--- src/rtl/hdmi_config_sequencer.sv ---
// hdmi_config_sequencer
//
// Walks an external configuration table of {register address, data} pairs
// and issues one I2C write per entry to the HDMI transmitter through the
// I2C write engine's request/acknowledge/done handshake. NACKed writes are
// re-issued after a back-off delay, up to MAX_RETRIES times per entry.
// Overall completion or failure is reported to the video pipeline as
// level flags.
//
// Ports:
//   clk              system clock, rising edge
//   reset            synchronous active-high reset
//   configStart      single-cycle start pulse (honoured in IDLE/DONE/ERROR)
//   tableIndex       address into the configuration table
//   tableData        combinational table read: [15:8] reg address, [7:0] data
//   i2cReq           write request to the I2C engine
//   i2cAck           engine accepted the request (one-cycle pulse)
//   i2cDone          transfer finished (one-cycle pulse)
//   i2cNack          valid with i2cDone, high when the slave NACKed
//   i2cSlaveAddress  constant SLAVE_ADDRESS
//   i2cRegAddress    register address of the current write
//   i2cData          data byte of the current write
//   configBusy       sequence in progress
//   configDone       level, table completed
//   configError      level, an entry exhausted its retries
//   errorIndex       index of the failing entry, 0 otherwise

module hdmi_config_sequencer #(
    parameter logic [7:0]  SLAVE_ADDRESS = 8'h72,
    parameter int          INDEX_WIDTH   = 5,
    parameter logic [15:0] STARTUP_DELAY = 16'd2000,
    parameter logic [15:0] RETRY_DELAY   = 16'd100,
    parameter int          MAX_RETRIES   = 3
) (
    input  logic                   clk,
    input  logic                   reset,
    input  logic                   configStart,
    output logic [INDEX_WIDTH-1:0] tableIndex,
    input  logic [15:0]            tableData,
    output logic                   i2cReq,
    input  logic                   i2cAck,
    input  logic                   i2cDone,
    input  logic                   i2cNack,
    output logic [7:0]             i2cSlaveAddress,
    output logic [7:0]             i2cRegAddress,
    output logic [7:0]             i2cData,
    output logic                   configBusy,
    output logic                   configDone,
    output logic                   configError,
    output logic [INDEX_WIDTH-1:0] errorIndex
);

    localparam int RETRY_WIDTH = (MAX_RETRIES < 1) ? 1 : $clog2(MAX_RETRIES + 1);
    localparam logic [RETRY_WIDTH-1:0] RETRY_LIMIT = RETRY_WIDTH'(MAX_RETRIES);
    localparam logic [INDEX_WIDTH-1:0] LAST_INDEX  = '1;
    localparam logic [15:0]            TERMINATOR  = 16'hFFFF;

    typedef enum logic [2:0] {
        IDLE,
        STARTUP,
        FETCH,
        REQUEST,
        WAIT_DONE,
        BACKOFF,
        DONE,
        ERROR
    } state_t;

    state_t                   state_q;
    logic [15:0]              delayCnt_q;
    logic [RETRY_WIDTH-1:0]   retryCnt_q;
    logic [INDEX_WIDTH-1:0]   tableIndex_q;
    logic [INDEX_WIDTH-1:0]   errorIndex_q;
    logic [7:0]               regAddr_q;
    logic [7:0]               data_q;
    logic                     req_q;
    logic                     busy_q;
    logic                     done_q;
    logic                     error_q;

    logic [INDEX_WIDTH-1:0]   nextIndex_d;

    assign nextIndex_d = tableIndex_q + 1'b1;

    // Single FSM; every output is a register so nothing on an input reaches
    // an output combinationally. i2cReq is set on the transition into
    // REQUEST so it is high for exactly the cycles spent in REQUEST.
    always_ff @(posedge clk) begin
        if (reset) begin
            state_q      <= IDLE;
            delayCnt_q   <= '0;
            retryCnt_q   <= '0;
            tableIndex_q <= '0;
            errorIndex_q <= '0;
            regAddr_q    <= '0;
            data_q       <= '0;
            req_q        <= 1'b0;
            busy_q       <= 1'b0;
            done_q       <= 1'b0;
            error_q      <= 1'b0;
        end else begin
            case (state_q)
                IDLE, DONE, ERROR: begin
                    if (configStart) begin
                        tableIndex_q <= '0;
                        retryCnt_q   <= '0;
                        errorIndex_q <= '0;
                        delayCnt_q   <= '0;
                        done_q       <= 1'b0;
                        error_q      <= 1'b0;
                        busy_q       <= 1'b1;
                        // A zero start-up delay skips the wait entirely so
                        // FETCH still lands on cycle STARTUP_DELAY+1.
                        state_q      <= (STARTUP_DELAY == 16'd0) ? FETCH : STARTUP;
                    end
                end

                STARTUP: begin
                    if (delayCnt_q == STARTUP_DELAY - 16'd1) begin
                        state_q <= FETCH;
                    end else begin
                        delayCnt_q <= delayCnt_q + 16'd1;
                    end
                end

                FETCH: begin
                    regAddr_q <= tableData[15:8];
                    data_q    <= tableData[7:0];
                    if (tableData == TERMINATOR) begin
                        state_q <= DONE;
                        busy_q  <= 1'b0;
                        done_q  <= 1'b1;
                    end else begin
                        state_q <= REQUEST;
                        req_q   <= 1'b1;
                    end
                end

                REQUEST: begin
                    if (i2cAck) begin
                        req_q   <= 1'b0;
                        state_q <= WAIT_DONE;
                    end
                end

                WAIT_DONE: begin
                    if (i2cDone) begin
                        if (!i2cNack) begin
                            // The all-ones entry is terminal; the index
                            // never wraps back to zero.
                            if (tableIndex_q == LAST_INDEX) begin
                                state_q <= DONE;
                                busy_q  <= 1'b0;
                                done_q  <= 1'b1;
                            end else begin
                                tableIndex_q <= nextIndex_d;
                                retryCnt_q   <= '0;
                                state_q      <= FETCH;
                            end
                        end else if (retryCnt_q < RETRY_LIMIT) begin
                            retryCnt_q <= retryCnt_q + 1'b1;
                            delayCnt_q <= '0;
                            if (RETRY_DELAY == 16'd0) begin
                                state_q <= REQUEST;
                                req_q   <= 1'b1;
                            end else begin
                                state_q <= BACKOFF;
                            end
                        end else begin
                            errorIndex_q <= tableIndex_q;
                            state_q      <= ERROR;
                            busy_q       <= 1'b0;
                            error_q      <= 1'b1;
                        end
                    end
                end

                BACKOFF: begin
                    // Address and data registers still hold the NACKed
                    // entry, so the retry goes straight back to REQUEST.
                    if (delayCnt_q == RETRY_DELAY - 16'd1) begin
                        state_q <= REQUEST;
                        req_q   <= 1'b1;
                    end else begin
                        delayCnt_q <= delayCnt_q + 16'd1;
                    end
                end

                default: begin
                    state_q <= IDLE;
                    req_q   <= 1'b0;
                    busy_q  <= 1'b0;
                end
            endcase
        end
    end

    assign tableIndex      = tableIndex_q;
    assign errorIndex      = errorIndex_q;
    assign i2cReq          = req_q;
    assign i2cSlaveAddress = SLAVE_ADDRESS;
    assign i2cRegAddress   = regAddr_q;
    assign i2cData         = data_q;
    assign configBusy      = busy_q;
    assign configDone      = done_q;
    assign configError     = error_q;

endmodule

--- config.mk ---
export PLATFORM = sky130hd
export DESIGN_NAME = hdmi_config_sequencer
export DESIGN_NICKNAME = d
export VERILOG_FILES = /design/src/rtl/hdmi_config_sequencer.sv
export SDC_FILE = /design/constraint.sdc
export NUM_CORES = 1
export LEC_CHECK = 0
export ABC_AREA = 1
export BUFFER_PORTS_ARGS = -buffer_cell sky130_fd_sc_hd__buf_2
export CAP_MARGIN = 20
export CORE_UTILIZATION = 35
export CTS_CLUSTER_DIAMETER = 30
export DETAILED_ROUTE_END_ITERATION = 10
export PLACE_DENSITY_LB_ADDON = 0.3
export SYNTH_ARGS = -nofsm -noshare
export SYNTH_HDL_FRONTEND = slang
export SYNTH_SLANG_ARGS = --single-unit
--- constraint.sdc ---
create_clock -name clk -period 2.13 [get_ports clk]
set_clock_uncertainty 0.2 [all_clocks]
set_input_delay 0.1065 -clock clk [delete_from_list [all_inputs] [get_ports clk]]
set_output_delay 0.1065 -clock clk [all_outputs]
set_load 0.02 [all_outputs]
==> results of run 1 <==
layer usage:
layer / vias to the layer above / routed length [um] / track usage [%]
li1: 1578 / - / -
met1: 1345 / 3380 / 22.0
met2: 68 / 3440 / 30.1
met3: 13 / 233 / 2.68
met4: 0 / 136 / 6.15
met5: - / 0 / 0
per-stage QoR:
step,util (%),hold WS (ns),cell area [um2],cells,power (mW)
after floorplan,-,-0.0244,2920,456,2.66
after global placement,41.2,0.146,3250,598,3.10
after detailed placement,41.2,0.148,3250,598,3.12
after CTS,44.7,0.0138,3520,622,3.86
after global routing,44.7,0.0665,3530,622,4.14
final,44.7,0.0187,3530,622,3.83
state kept, by name (all words and copies together) (netlist names), 2 cells and up:
name and count:
tableIndex 5, state_q 3, errorIndex 5, delayCnt_q 16, i2cRegAddress 8, retryCnt_q 2, i2cData 8
tightest hold or removal path: cells and delay by family:
family	cells	cell delay, ns
AND/OR/NAND/NOR	2	0.18
AO/OA/AOI/OAI	1	0.12
buffers and inverters	1	0.08
final cells by class:
| cell class | instances | area share, % |
|---|---|---|
| clock buffers | 6 | 2.34 |
| clock inverters | 2 | 0.993 |
| repair buffers | 82 | 15.0 |
| well taps | 102 | 3.62 |
| flip-flops and latches | 51 | 29.0 |
| multi-input cells | 350 | 46.0 |
| inverters | 29 | 3.09 |
cell usage in the layout, fill, tap and decap left out, types with 8 or more instances in the layout:
cell / count
a21oi_1: 36
buf_2: 51
buf_4: 15
conb_1: 8
dfxtp_1: 50
dlygate4sd3_1: 16
inv_1: 25
nand2_1: 105
nand3_1: 24
nand4_1: 18
nor2_1: 97
o21ai_0: 25
worst min-delay path by stage:
| stage | from | to | depth (start not counted) |
|---|---|---|---|
| CTS | i2cAck | i2cReq | 4 |
| global placement | tableData[6] | i2cData[6] | 3 |
| finish | i2cAck | i2cReq | 4 |
| global route | i2cAck | i2cReq | 4 |
| floorplan | reset | delayCnt_q[14] | 1 |
| detailed placement | tableData[2] | i2cData[2] | 3 |
cells by family (layout without fill, tap and decap cells):
family          after synthesis  after routing  share of synthesized area [%]
compound gates               66             66                           12.0
fa+ha+maj                     5              5                           2.16
flops                        51             51                           35.2
xor+xnor                      5              5                           1.51
other cells                   2              8                          0.259
buf+inv                      55            119                           9.66
simple gates                266            266                           39.2
what timing repair did:
action / in CTS / in global routing
endpoints found under the setup margin: 0 / 4
gates resized for setup: 0 / 2
hold endpoints to repair: 16 / 0
hold buffers: 16 / 0
power groups by stage:
stage	Combinational [mW]	Clock [mW]	Sequential (mW)
5_1_grt	2.05	0.749	1.34
3_5_place_dp	1.79	0	1.33
2_1_floorplan	1.20	0	1.46
4_1_cts	1.83	0.720	1.31
3_3_place_gp	1.77	0	1.33
6_report	1.82	0.699	1.31
==> summary.txt, run 1 <==
Antenna viol nets, final: 0
Starting density of the core: 36.8%
CP max FO: 6
First-pass GRT wire length: 12400 um
Number of global-route vias before repair: 2828
Synth top area share: 35.2%
Seq/Total Area, Yosys: 35.2%
Top_reg_cell synth: dfxtp_1
H-tree levels: 2
Worst r2r dst: state_q[1]
Top-count cell post-synth: nand2_1
# diodes: 0
GRT Total Usage: 17.5%
DRT iter0 DRCs: 153
Synth top area cells: dfxtp_1, nand2_1, nor2_1
Initial antenna violation count: 0
Reg2reg start: delayCnt_q[1]
Most Frequent Cell on Critical Path: nand2_1
Fin. max-slew vios: 0
DP HPWL: 5140 um
Reg2reg setup slack: 0.20 ns
Static leakage: 1.60 nW
DRC: 0
Endpoints failing hold: 0
Top delay family on crit path: simple AND/OR/NAND/NOR gates
Syn Area/Cell: 6.45 um2
Die H: 93.0 um
Longest Clk Path Bufs: 2
Core area: 7890 um2
Post-synth top area cell: dfxtp_1
DR WL/cell: 11.6 um
Worst Setup End Kind: flip-flop
DR vias: 3004
Clk network pwr share: 18.3%
Count of final setup violators: 0
DIE AREA: 8650 um2
Ys Warns: 0
Crit path buf inv count: 0
CP endpoint: state_q[1]
Global route overflow: 0
Rows: 32
TritonCTS Sinks: 51
Period Utilization, post-route: 90.6%
Levels on crit path: 10
Fmax: 0.518 GHz
Period minus WS final: 1.93 ns
Synthesized area: 2900 um2
Async set-reset flop share out of synthesis: 0%
Share of cells above drive strength 1: 18.5%
Clock Pin Slew Worst Setup and Hold Paths: 0.09 ns
Dpl ws: 0.194 ns
Worst setup SP type: flip-flop
CTS tree: built
Area Growth Syn to Fin: 21.7%
Slew of the pin with the lowest slew margin: 0.591 ns
Die W: 93.0 um
CP Data Required Time: 2.14 ns
# IOs: 60
P_int: 2.14 mW
Peak VDD IR: 594 uV
WS Path Type: flip-flop to flip-flop
Multi-input gate area in the final layout: 1620 um2
Sum of negative setup slack: 0 ns
Yosys reg bits: 51
Slew headroom: 60.6%
Worst min path class: input pin to flip-flop
Synth top cells by count: nand2_1, nor2_1, dfxtp_1
CTS Root Buffer Type: clkbuf_8
Crit path DAT: 1.94 ns
Netlist cell types: 30
Port bufs: 51
Drt total wl: 7190 um
Maximum Capacitance Violations: 0
Critical-path top delay cell: dfxtp_1
Number of setup buffers added after CTS: 0
Sequential cell fraction of total power: 34.2%
Register area: 1020 um2
Combinational Power Share: 47.5%
Cts bufs inserted: 5
Worst skew pair latency: 0.30 ns
Psw: 1.69 mW
CP startpoint: delayCnt_q[1]
Crit-path cells: ha_2 -> nand4_1 -> nor2_1 -> nand2_1 -> nand2_1 -> nand2_1 -> nor2_2 -> nand2_1 -> nand2_1 -> nor2_1
# fillers: 810
Switching share of power: 44.2%
EDFF count, synth: 0
RSZ-0062 raised after global routing: no
Slowest stage delay, CP: 0.38 ns
First-pass DRT Iterations: 4
Pwr/cell area: 1080 nW/um2
Final worst slack: 0.200 ns
Status: finished clean
RD Place Congestion: 0.815
# nets final: 546
Vias/cell: 4.83
Largest net degree at the start of global routing: 24
Syn Inst Count: 450
R2R cell count: 10
No activity file was read; power rests on OpenSTA's default activity.
==> inputs of run 2 (changes only) <==
Clock period 2.13 ns to 2.5 ns, I/O delays scaled along.
==> run 2 against run 1 <==
  * Fmax down 9.0%
  * Sequential cell count stayed put
  * Via count is 2.5% lower
  * Core utilization is 1.7 points lower
  * Setup slack better by 0.18 ns
  * Register-to-register slack better by 0.18 ns
==> summary.txt, run 2 (synthesis results as in run 1) <==
R2R cell count: 8 (-2)
Worst min path class: input pin to flip-flop
DP Area: 3150 um2 (-3.0%)
Top delay family on crit path: simple AND/OR/NAND/NOR gates
Period minus WS final: 2.12 ns (+0.192 ns)
Crit path DAT: 2.15 ns (+0.21 ns)
Crit-path cells: nand2_2 -> inv_2 -> a21oi_1 -> o21ai_0 -> nand2_1 -> nor2_2 -> nand2_1 -> a21oi_1
H-tree levels: 2 (unchanged)
Final Power: 3.04 mW (-20%)
Die H: 93.0 um (unchanged)
Worst Setup End Kind: flip-flop
Number of flip-flops in the largest register: 16 (unchanged)
Critical-path top delay cell: dfxtp_1
Slowest stage delay, CP: 0.45 ns (+0.07 ns)
Status: finished clean
Static leakage: 1.53 nW (-4.7%)
Cts bufs inserted: 5 (unchanged)
Area Growth Syn to Fin: 17.1%
DRC: 0 (unchanged)
Peak VDD IR: 673 uV (+13%)
Port bufs: 51 (unchanged)
DR WL/cell: 11.6 um (+0.19%)
Count of final setup violators: 0 (unchanged)
DR vias: 2928 (-2.5%)
GRT Total Usage: 17.0% (-0.49 points)
CTS tree: built
Fmax: 0.471 GHz (-9.0%)
Rows: 32 (unchanged)
Reg2reg setup slack: 0.38 ns (+0.18 ns)
Worst r2r dst: delayCnt_q[7]
WHS Endpoint: i2cReq
Sum of negative setup slack: 0 ns (unchanged)
First-pass GRT wire length: 11900 um (-4.0%)
CTS Root Buffer Type: clkbuf_8
Reg2reg start: state_q[0]
Drt total wl: 7060 um (-1.9%)
Maximum Capacitance Violations: 0 (unchanged)
Longest Clk Path Bufs: 2 (unchanged)
Starting density of the core: 36.8% (unchanged)
Largest net degree at the start of global routing: 27 (+13%)
Worst skew pair latency: 0.31 ns (about the same)
Antenna viol nets, final: 0 (unchanged)
DIE AREA: 8650 um2 (unchanged)
CP Data Required Time: 2.53 ns (+0.39 ns)
Pwr/cell area: 896 nW/um2 (-17%)
Biggest register: delayCnt_q
Share of cells above drive strength 1: 16.0% (-2.5 points)
RD Place Congestion: 0.879 (+7.8%)
Global route overflow: 0 (unchanged)
WS Path Type: flip-flop to flip-flop
Clock Pin Slew Worst Setup and Hold Paths: 0.10 ns (about the same)
Number of global-route vias before repair: 2602 (-8.0%)
Most frequent cells in the layout: nand2_1, nor2_1, dfxtp_1, buf_2, a21oi_1
Worst hold stages: 4 (unchanged)
# nets final: 533 (-2.4%)
CP max FO: 16 (+10)
Core Util, Final: 43.1% (-1.7 points)
Endpoints failing hold: 0 (unchanged)
Slew headroom: 56.1% (-4.5 points)
Core area: 7890 um2 (unchanged)
DRT iter0 DRCs: 156 (+2.0%)
Worst setup SP type: flip-flop
# IOs: 60 (unchanged)
Initial antenna violation count: 0 (unchanged)
RSZ-0062 raised after global routing: no
First-pass DRT Iterations: 4 (unchanged)
Vias/cell: 4.81 (-0.45%)
Final instance area: 3400 um2 (-3.7%)
Slew of the pin with the lowest slew margin: 0.658 ns (+0.0672 ns)
Number of setup buffers added after CTS: 0 (unchanged)
HP Start: i2cAck
TritonCTS Sinks: 51 (unchanged)
Crit path buf inv count: 1 (+1)
Die W: 93.0 um (unchanged)
Commonest non-fill, non-tap cell in the layout: nand2_1
DP HPWL: 4950 um (-3.7%)
Fin. max-slew vios: 0 (unchanged)
# diodes: 0 (unchanged)
Period Utilization, post-route: 84.9% (-5.7 points)
-- run 2: cell type report --
cell class	instances	area [um2]
Sequential cell	51	1020
Clock buffer	5	68.8
Timing Repair Buffer	69	430
Clock inverter	3	18.8
Multi-Input combinational cell	350	1620
Tap cell	102	128
Fill cell	815	4490
Inverter	29	109
-- run 2: per-stage QoR --
| step | setup slack, ns | cells | hold slack [ns] |
|---|---|---|---|
| 2_1_floorplan | 0.677 | 456 | -0.00593 |
| 3_3_place_gp | 0.420 | 585 | 0.165 |
| 3_5_place_dp | 0.398 | 585 | 0.173 |
| 4_1_cts | 0.368 | 609 | 0.0378 |
| 5_1_grt | 0.157 | 609 | 0.0695 |
| 6_report | 0.378 | 609 | 0.0466 |
-- run 2: power by group --
group	switching, mW	internal (mW)	total, mW
logic	1.00	0.431	1.43
clock network	0.280	0.198	0.478
registers	0.152	0.979	1.13
total	1.44	1.61	3.04
-- run 2: worst reg2reg max path, cell delays in order (launching register included) --
cell     delay, ns
dfxtp_1       0.45
nand2_2       0.26
inv_2         0.24
a21oi_1       0.06
o21ai_0       0.09
nand2_1       0.09
nor2_2        0.41
nand2_1       0.11
a21oi_1       0.15
-- run 2: routing by layer --
layer / track usage (%) / vias to the layer above / share of wire, %
li1: - / 1548 / -
met1: 21.8 / 1304 / 47
met2: 29.0 / 64 / 48
met3: 2.76 / 12 / 3.5
met4: 5.26 / 0 / 1.7
met5: 0 / - / 0
-- run 2: what timing repair did --
item	4_1_cts	5_1_grt
hold endpoints to repair	16	0
gates resized for setup	0	0
endpoints found under the setup margin	0	0
hold buffers	16	0
-- run 2: worst max-delay path by stage --
| stage | startpoint | to | slack [ns] | cells after the start |
|---|---|---|---|---|
| after CTS | state_q[0] | delayCnt_q[7] | 0.37 | 8 |
| after global placement | state_q[0] | delayCnt_q[4] | 0.42 | 7 |
| after floorplan | tableIndex[0] | tableIndex[1] | 0.68 | 9 |
| after detailed placement | state_q[0] | delayCnt_q[4] | 0.40 | 7 |
| final | state_q[0] | delayCnt_q[7] | 0.38 | 8 |
| after global routing | state_q[0] | delayCnt_q[4] | 0.16 | 7 |
